File: src/rtl/aes_spi_pkg.sv
// Shared definitions for the AES SPI master/slave pair: state encoding,
// frame sizes and counter widths.
package aes_spi_pkg;

  localparam int RX_BITS    = 128;
  localparam int BIT_CNT_W  = 9;
  localparam int DIV_CNT_W  = 8;
  localparam int WAIT_CNT_W = 16;

  typedef logic [2:0] state_t;

  localparam state_t ST_IDLE = 3'd0;
  localparam state_t ST_TX   = 3'd1;
  localparam state_t ST_WAIT = 3'd2;
  localparam state_t ST_RX   = 3'd3;
  localparam state_t ST_DONE = 3'd4;

  // Plaintext followed by the key, sent as one contiguous frame.
  function automatic int frame_tx_bits(input int nk);
    return 128 + 32 * nk;
  endfunction

endpackage

File: src/rtl/aes_spi_master_if.sv
// Four-wire SPI link between the AES SPI master and the AES SPI slave.
interface aes_spi_master_if;
  logic SCLK;
  logic MOSI;
  logic MISO;
  logic CS;

  modport master (output SCLK, output MOSI, output CS, input MISO);
  modport slave  (input SCLK, input MOSI, input CS, output MISO);
endinterface

File: src/rtl/spi_sclk_gen.sv
// Mode-0 serial clock divider: SCLK low for CLK_DIV cycles, then high for
// CLK_DIV cycles, while enabled. The rise/fall strobes mark the clk edges
// that toggle SCLK.
module spi_sclk_gen
  import aes_spi_pkg::*;
#(
  parameter int CLK_DIV = 2
) (
  input  logic clk,
  input  logic rst,
  input  logic en,
  output logic sclk,
  output logic rise,
  output logic fall
);

  logic [DIV_CNT_W-1:0] cnt;
  logic                 last;

  assign last = (cnt == DIV_CNT_W'(CLK_DIV - 1));
  assign rise = en & last & ~sclk;
  assign fall = en & last & sclk;

  // NOTE: non-blocking assignments keep every flop sampling pre-edge values.
  always_ff @(posedge clk or negedge rst) begin
    if (!rst) begin
      cnt  <= '0;
      sclk <= 1'b0;
    end else if (!en) begin
      cnt  <= '0;
      sclk <= 1'b0;
    end else if (last) begin
      cnt  <= '0;
      sclk <= ~sclk;
    end else begin
      cnt <= cnt + 1'b1;
    end
  end

endmodule

File: src/rtl/aes_spi_master.sv
// SPI master that sends one {plaintext, key} frame to the AES slave, waits
// out the encryption time and shifts the 128-bit ciphertext back in.
module aes_spi_master
  import aes_spi_pkg::*;
#(
  parameter int Nk       = 4,
  parameter int Nr       = 10,
  parameter int CLK_DIV  = 2,
  parameter int ENC_WAIT = 16
) (
  input  logic              clk,
  input  logic              rst,
  input  logic              start,
  input  logic [127:0]      plaintext,
  input  logic [32*Nk-1:0]  key,
  output logic              busy,
  output logic              done,
  output logic [127:0]      ciphertext,
  aes_spi_master_if.master  spi
);

  localparam int TX_BITS     = frame_tx_bits(Nk);
  localparam int WAIT_CYCLES = ENC_WAIT * 2 * CLK_DIV;

  // Nr only has to agree with the key length; it drives no logic here.
  generate
    if (!(Nk == 4 || Nk == 6 || Nk == 8) || Nr != Nk + 6 || CLK_DIV < 1) begin : g_param_check
      $error("aes_spi_master: unsupported Nk/Nr/CLK_DIV combination");
    end
  endgenerate

  state_t                 state;
  logic                   launch;
  logic [TX_BITS-1:0]     tx_sr;
  logic [RX_BITS-1:0]     rx_sr;
  logic [BIT_CNT_W-1:0]   bit_cnt;
  logic [WAIT_CNT_W-1:0]  wait_cnt;
  logic                   sclk_en;
  logic                   sclk_rise;
  logic                   sclk_fall;

  assign sclk_en  = (state == ST_TX) || (state == ST_RX);
  assign busy     = (state != ST_IDLE);
  assign spi.CS   = !(state inside {ST_TX, ST_WAIT, ST_RX});
  assign spi.MOSI = (state == ST_TX) & tx_sr[TX_BITS-1];

  spi_sclk_gen #(.CLK_DIV(CLK_DIV)) u_sclk_gen (
    .clk  (clk),
    .rst  (rst),
    .en   (sclk_en),
    .sclk (spi.SCLK),
    .rise (sclk_rise),
    .fall (sclk_fall)
  );

  always_ff @(posedge clk or negedge rst) begin
    if (!rst) begin
      state      <= ST_IDLE;
      launch     <= 1'b0;
      tx_sr      <= '0;
      rx_sr      <= '0;
      bit_cnt    <= '0;
      wait_cnt   <= '0;
      done       <= 1'b0;
      ciphertext <= '0;
    end else begin
      done <= 1'b0;
      case (state)
        // The accepted start only captures the job; TX begins one cycle
        // later, and further starts are ignored meanwhile.
        ST_IDLE: begin
          if (launch) begin
            launch  <= 1'b0;
            bit_cnt <= '0;
            state   <= ST_TX;
          end else if (start) begin
            launch <= 1'b1;
            tx_sr  <= {plaintext, key};
          end
        end
        ST_TX: begin
          if (sclk_fall) begin
            tx_sr <= tx_sr << 1;
            if (bit_cnt == BIT_CNT_W'(TX_BITS - 1)) begin
              bit_cnt  <= '0;
              wait_cnt <= '0;
              state    <= ST_WAIT;
            end else begin
              bit_cnt <= bit_cnt + 1'b1;
            end
          end
        end
        ST_WAIT: begin
          if (wait_cnt == WAIT_CNT_W'(WAIT_CYCLES - 1)) state <= ST_RX;
          else                                         wait_cnt <= wait_cnt + 1'b1;
        end
        ST_RX: begin
          if (sclk_rise) rx_sr <= {rx_sr[RX_BITS-2:0], spi.MISO};
          // Leave only after the last bit period has fully completed.
          if (sclk_fall) begin
            if (bit_cnt == BIT_CNT_W'(RX_BITS - 1)) begin
              bit_cnt    <= '0;
              ciphertext <= rx_sr;
              done       <= 1'b1;
              state      <= ST_DONE;
            end else begin
              bit_cnt <= bit_cnt + 1'b1;
            end
          end
        end
        ST_DONE: state <= ST_IDLE;
        default: state <= ST_IDLE;
      endcase
    end
  end

endmodule

File: src/flat_wrapper.sv
// flat-port wrapper written by rule: the top's interface ports become plain ports
module aes_spi_master_flat import aes_spi_pkg::*;
#(
  parameter int Nk       = 4,
  parameter int Nr       = 10,
  parameter int CLK_DIV  = 2,
  parameter int ENC_WAIT = 16
)
  (clk, rst, start, plaintext, key, busy, done, ciphertext, spi_SCLK, spi_MOSI, spi_CS, spi_MISO);
  aes_spi_master_if spi_i ();
  input  logic clk;
  input  logic rst;
  input  logic start;
  input  logic [127:0] plaintext;
  input  logic [32*Nk-1:0] key;
  output logic busy;
  output logic done;
  output logic [127:0] ciphertext;
  output wire logic [$bits(spi_i.SCLK)-1:0] spi_SCLK;
  output wire logic [$bits(spi_i.MOSI)-1:0] spi_MOSI;
  output wire logic [$bits(spi_i.CS)-1:0] spi_CS;
  input wire logic [$bits(spi_i.MISO)-1:0] spi_MISO;
  assign spi_SCLK = spi_i.SCLK;
  assign spi_MOSI = spi_i.MOSI;
  assign spi_CS = spi_i.CS;
  assign spi_i.MISO = spi_MISO;
  aes_spi_master #(.Nk(Nk), .Nr(Nr), .CLK_DIV(CLK_DIV), .ENC_WAIT(ENC_WAIT)) u_core (.clk(clk), .rst(rst), .start(start), .plaintext(plaintext), .key(key), .busy(busy), .done(done), .ciphertext(ciphertext), .spi(spi_i));
endmodule
File: config.mk
export PLATFORM = sky130hd
export DESIGN_NAME = aes_spi_master_flat
export DESIGN_NICKNAME = d
export VERILOG_FILES = /design/src/rtl/aes_spi_pkg.sv /design/src/rtl/aes_spi_master_if.sv /design/src/rtl/spi_sclk_gen.sv /design/src/rtl/aes_spi_master.sv /design/src/flat_wrapper.sv
export SDC_FILE = /design/constraint.sdc
export NUM_CORES = 1
export LEC_CHECK = 0
export BUFFER_PORTS_ARGS = -buffer_cell sky130_fd_sc_hd__buf_2
export CORE_MARGIN = 5
export CORE_UTILIZATION = 61
export CTS_CLUSTER_SIZE = 20
export DETAILED_ROUTE_END_ITERATION = 12
export PLACE_DENSITY_LB_ADDON = 0.25
export SLEW_MARGIN = 30
export SYNTH_ARGS = -nofsm -noshare
export SYNTH_HDL_FRONTEND = slang
export SYNTH_SLANG_ARGS = --single-unit
File: constraint.sdc
create_clock -name clk -period 7.1 [get_ports clk]
set_clock_uncertainty 0.15 [all_clocks]
set_input_delay 0 -clock clk [delete_from_list [all_inputs] [get_ports clk]]
set_output_delay 0 -clock clk [all_outputs]
set_load 0.01 [all_outputs]
==> results.md <==
Setup path:
- The worst-path maximum fanout is 68.
- The critical path startpoint is u_core.u_sclk_gen.cnt[1].
- The category of the critical setup timing path is flip-flop to flip-flop.
- The signal arrival time at the worst endpoint is 4230 ps.
- The startpoint identified for the worst register-to-register timing path is u_core.u_sclk_gen.cnt[1].
- The category of the worst setup path launch point is a flip-flop.
- The critical path capture point type is a flip-flop.
- The required time of the critical path is 7420 ps.

Power and ir drop:
- Internal power comes to 7.050 mW.
- The reported net switching power is 2.402 mW.
- Power spread over the standard cell area amounts to 303.8 nW/um^2.
- The sequential share of power is 46.4%.
- Summed over all cells, the static leakage comes to 15.07 nW.
- The post-layout total power is 9.452 mW.
- In this run, the combinational gates consume 21.3% of the power.
- The clock share of power is 32.3%.
- Net switching is 25.41% of the power.
- IR analysis of the VDD net gives a maximum drop of 0.0002686 V.

Run status:
- The run finished with clean final reports.

Clock tree:
- TritonCTS built the clock tree.
- After clock tree synthesis, the clock-pin slew on the worst setup and hold paths is 60 ps.
- The buffer depth of the longest clock path is 3.
- The tree built by TritonCTS fans out to 551 sinks.
- The maximum level of the CTS H-tree is 2.
- The clock latency on the worst-skew pair is 580 ps.
- In this run, CTS created clock tree buffers numbering 54.
- The count of instances resized after the clock tree is built is 0.
- The tree is rooted in a sky130_fd_sc_hd__clkbuf_16.

STA:
- The number of hold violations in the final report is 0.
- Setup violations remaining at the end of the flow were counted as 0.
- The time the final worst path needs with I/O delays and setup is 3915 ps.
- The final setup TNS is 0 ps.
- For the pin with the worst max-slew slack, the measured transition is 1003 ps.
- The final critical-path share of the clock period is 55.15%.
- The max-slew violation count is 0.
- The top achievable clock speed is 255.4 MHz.
- Setup repair after global routing left no endpoint under its margin.
- The worst pin sits at a relative slew slack of 33.13%.

Floorplanning:
- The die covers 43770 um^2.
- The die is 209.2 um wide.
- In this run the count of I/O pins placed on the die edge is 393.
- After floorplanning, the core was divided into 73 placement rows.
- The initial cell density of the core is 61.35%.
- Measured along the y axis, the die boundary spans 209.2 um.
- The core outline area is 39460 um^2.

Cells and area:
- The number of nets in the finished design is 2505.
- The final cell count without fillers is 2820.
- The layout overhead on the synthesized area is 28.52%.
- The fraction of layout cells with a size suffix above 1 is 56.07%.
- The utilization after layout is 78.85%.

Logic synthesis:
- The count of flip-flops with a built-in enable after synthesis is 0.
- Counting every net in the synthesized netlist gives 1874.
- The top cell type by total area after synthesis is sky130_fd_sc_hd__dfrtp_1.
- The share of Yosys cell area claimed by the top area cell type is 56.96%.
- The fraction of the yosys area taken by sequential cells is 56.96%.
- In this run the cell area of the synthesized design comes to 24210 um^2.
- The main flop type after synthesis is sky130_fd_sc_hd__dfrtp_1.
- The instance count of the mapped netlist is 1608.
- The number of different library cells used by synthesis comes to 61.
- The synthesized area per cell is 15.05 um^2.
- In the synthesized netlist the async set-or-reset flop fraction comes to 100.0%.
- By area the synthesized netlist is led by sky130_fd_sc_hd__dfrtp_1, sky130_fd_sc_hd__mux2_2, sky130_fd_sc_hd__buf_2.
- The total number of yosys warnings is 0.
- The post-synthesis sequential element count is 551.

Route:
- The average via count per standard cell is 5.623.
- The total wirelength of the detailed-routed design is 60.46 mm.
- The via count of the routed design is 15858.
- The average wire per standard cell is 21.44 um.
- In the routed design, unresolved DRC markers number 0.
- The first-pass iteration count of the detailed router is 5.
- Once detail routing completed, the nets flagged for antenna violations numbered 0.
- The number of DRC markers after the initial detailed-route iteration is 966.

Global routing:
- The total overflow left after global routing is 0.
- The via count of the first global-routing pass came to 17598.
- Entering global routing, the biggest net connects 193 pins.
- The initial antenna violation count is 12.
- The wire length of the first global-routing pass is 96.19 mm.
- The overall fraction of global-route tracks in use is 27.16%.

Placement:
- Once detailed placement completed, the half-perimeter wirelength came to 33.22 mm.
- The final estimated routing congestion in global placement is 0.8129.
- The count of input and output buffers is 392.
- The placed instance count is 2444.

Hold path:
- The path class of the tightest hold or removal check is input pin to flip-flop.
- In this run the most critical hold path is launched from plaintext[42].

Flow run:
- The tool flagged a number of max-cap violations equal to 0.
[worst max-delay path: stages, from the launching register on]
cell	delay, ps
sky130_fd_sc_hd__dfrtp_1	410
sky130_fd_sc_hd__inv_1	80
sky130_fd_sc_hd__ha_1	130
sky130_fd_sc_hd__nor4b_2	420
sky130_fd_sc_hd__nand3_1	320
sky130_fd_sc_hd__nor3_2	230
sky130_fd_sc_hd__buf_4	740
sky130_fd_sc_hd__buf_4	790
sky130_fd_sc_hd__mux2_2	430
[Yosys cell counts (4+ instances only)]
master / count
sky130_fd_sc_hd__and3_1: 6
sky130_fd_sc_hd__o21ai_0: 12
sky130_fd_sc_hd__mux2_2: 767
sky130_fd_sc_hd__nor2_1: 21
sky130_fd_sc_hd__nand3_1: 21
sky130_fd_sc_hd__nand2_1: 20
sky130_fd_sc_hd__xor2_1: 6
sky130_fd_sc_hd__buf_6: 13
sky130_fd_sc_hd__ha_1: 6
sky130_fd_sc_hd__a31oi_1: 7
sky130_fd_sc_hd__nand4_1: 6
sky130_fd_sc_hd__inv_1: 8
sky130_fd_sc_hd__buf_2: 47
sky130_fd_sc_hd__buf_1: 19
sky130_fd_sc_hd__nor3_1: 6
sky130_fd_sc_hd__dfrtp_1: 551
sky130_fd_sc_hd__a221o_1: 4
sky130_fd_sc_hd__and4_1: 8
sky130_fd_sc_hd__clkbuf_1: 13
[final timing paths]
path	end	slack [ps]	cells past startpoint
setup / recovery	u_core.ciphertext[103]	3180	8
hold / removal	u_core.tx_sr[170]	160	4
setup reg to reg	u_core.ciphertext[103]	3180	8
hold reg to reg	u_core.tx_sr[98]	350	1
max in group asynchronous	u_core.tx_sr[66]	5060	5
min in group asynchronous	u_core.ciphertext[68]	510	4
[metal layers]
layer	vias to the layer above	GRT usage (%)	part of all wire [%]
li1	7129	-	-
met1	8115	33.16	39
met2	454	47.70	52
met3	160	5.269	4.8
met4	0	10.89	4.1
met5	-	0	0
[registers in the layout, indices dropped and copies added (netlist names)]
| name | cells |
|---|---|
| u_core.done | 1 |
| u_core.rx_sr | 128 |
| u_core.u_sclk_gen.sclk | 1 |
| u_core.ciphertext | 128 |
| u_core.wait_cnt | 16 |
| u_core.state | 3 |
| u_core.launch | 1 |
| u_core.tx_sr | 256 |
| u_core.bit_cnt | 9 |
| u_core.u_sclk_gen.cnt | 8 |
[stage by stage]
| step | setup slack [ps] | hold slack (ps) | cell area [um^2] |
|---|---|---|---|
| after floorplan | 4645 | -445.6 | 24210 |
| after global placement | 3384 | -41.11 | 26480 |
| after detailed placement | 3221 | -22.74 | 26500 |
| after CTS | 3179 | 116.4 | 31040 |
| after global routing | 2883 | 156.6 | 31100 |
| final | 3185 | 157.2 | 31110 |
[final cells by class]
type                            count  area, um^2
Inverter                            8       30.03
Clock inverter                     19       287.8
Multi-Input combinational cell    955        9906
Sequential cell                   551       13790
Fill cell                        2096        8347
Antenna cell                       14       35.03
Tap cell                          525       656.9
Timing Repair Buffer              669        4791
Clock buffer                       79        1617
[layout by cell type (no fill, tap or decap), types with 3 or more instances in the layout]
cell                            synthesis  routed
sky130_fd_sc_hd__bufinv_16              0       7
sky130_fd_sc_hd__inv_1                  8       8
sky130_fd_sc_hd__dfrtp_1              551     551
sky130_fd_sc_hd__nand2_1               20      20
sky130_fd_sc_hd__mux2_2               767     767
sky130_fd_sc_hd__nand3_1               21      21
sky130_fd_sc_hd__clkinv_4               0       3
sky130_fd_sc_hd__nand4_1                6       6
sky130_fd_sc_hd__clkbuf_1              13       9
sky130_fd_sc_hd__or4_4                  2       3
sky130_fd_sc_hd__dlygate4sd3_1          0     261
sky130_fd_sc_hd__o211ai_1               3       3
sky130_fd_sc_hd__nand2b_1               3       3
sky130_fd_sc_hd__nor3_1                 6       5
sky130_fd_sc_hd__ha_1                   6       6
sky130_fd_sc_hd__and4_1                 8       8
sky130_fd_sc_hd__buf_12                 0       3
sky130_fd_sc_hd__clkbuf_8               0      15
sky130_fd_sc_hd__or3_1                  3       3
sky130_fd_sc_hd__buf_2                 47     392
sky130_fd_sc_hd__and3_1                 6       6
sky130_fd_sc_hd__clkbuf_16              0      55
sky130_fd_sc_hd__o21ai_0               12      12
sky130_fd_sc_hd__clkinv_2               0       7
sky130_fd_sc_hd__a221o_1                4       4
sky130_fd_sc_hd__buf_6                 13       3
sky130_fd_sc_hd__buf_4                  2       7
sky130_fd_sc_hd__nor2_1                21      20
sky130_fd_sc_hd__xor2_1                 6       6
sky130_fd_sc_hd__nor2b_1                3       3
sky130_fd_sc_hd__diode_2                0      14
sky130_fd_sc_hd__a31oi_1                7       7
[kinds of logic (layout without fill, tap and decap cells)]
family / after synthesis / in the layout / synth area share (%)
multiplexers: 768 / 768 / 35.72
flip-flops: 551 / 551 / 56.96
AND/OR/NAND/NOR: 121 / 121 / 2.874
buffers and inverters: 102 / 775 / 2.259
AO/OA/AOI/OAI: 53 / 53 / 1.623
XOR/XNOR: 7 / 7 / 0.2533
adder cells (fa/ha/maj): 6 / 6 / 0.3101
other: 0 / 14 / 0
[repair_timing]
| item | CTS | global route |
|---|---|---|
| hold endpoints to repair | 364 | 0 |
| hold buffers | 262 | 0 |
| setup buffers | 0 | 0 |
| endpoints found under the setup margin | 0 | 0 |
[power groups by stage]
stage                     logic (mW)  clock network (mW)  registers, mW
after floorplan                 1.44                   0           4.20
after global placement          1.67                   0           4.28
after detailed placement        1.76                   0           4.34
after CTS                       1.91                3.09           4.29
after global routing            2.19                3.25           4.44
final                           2.01                3.06           4.39
Power figures use the tool's default switching activity.
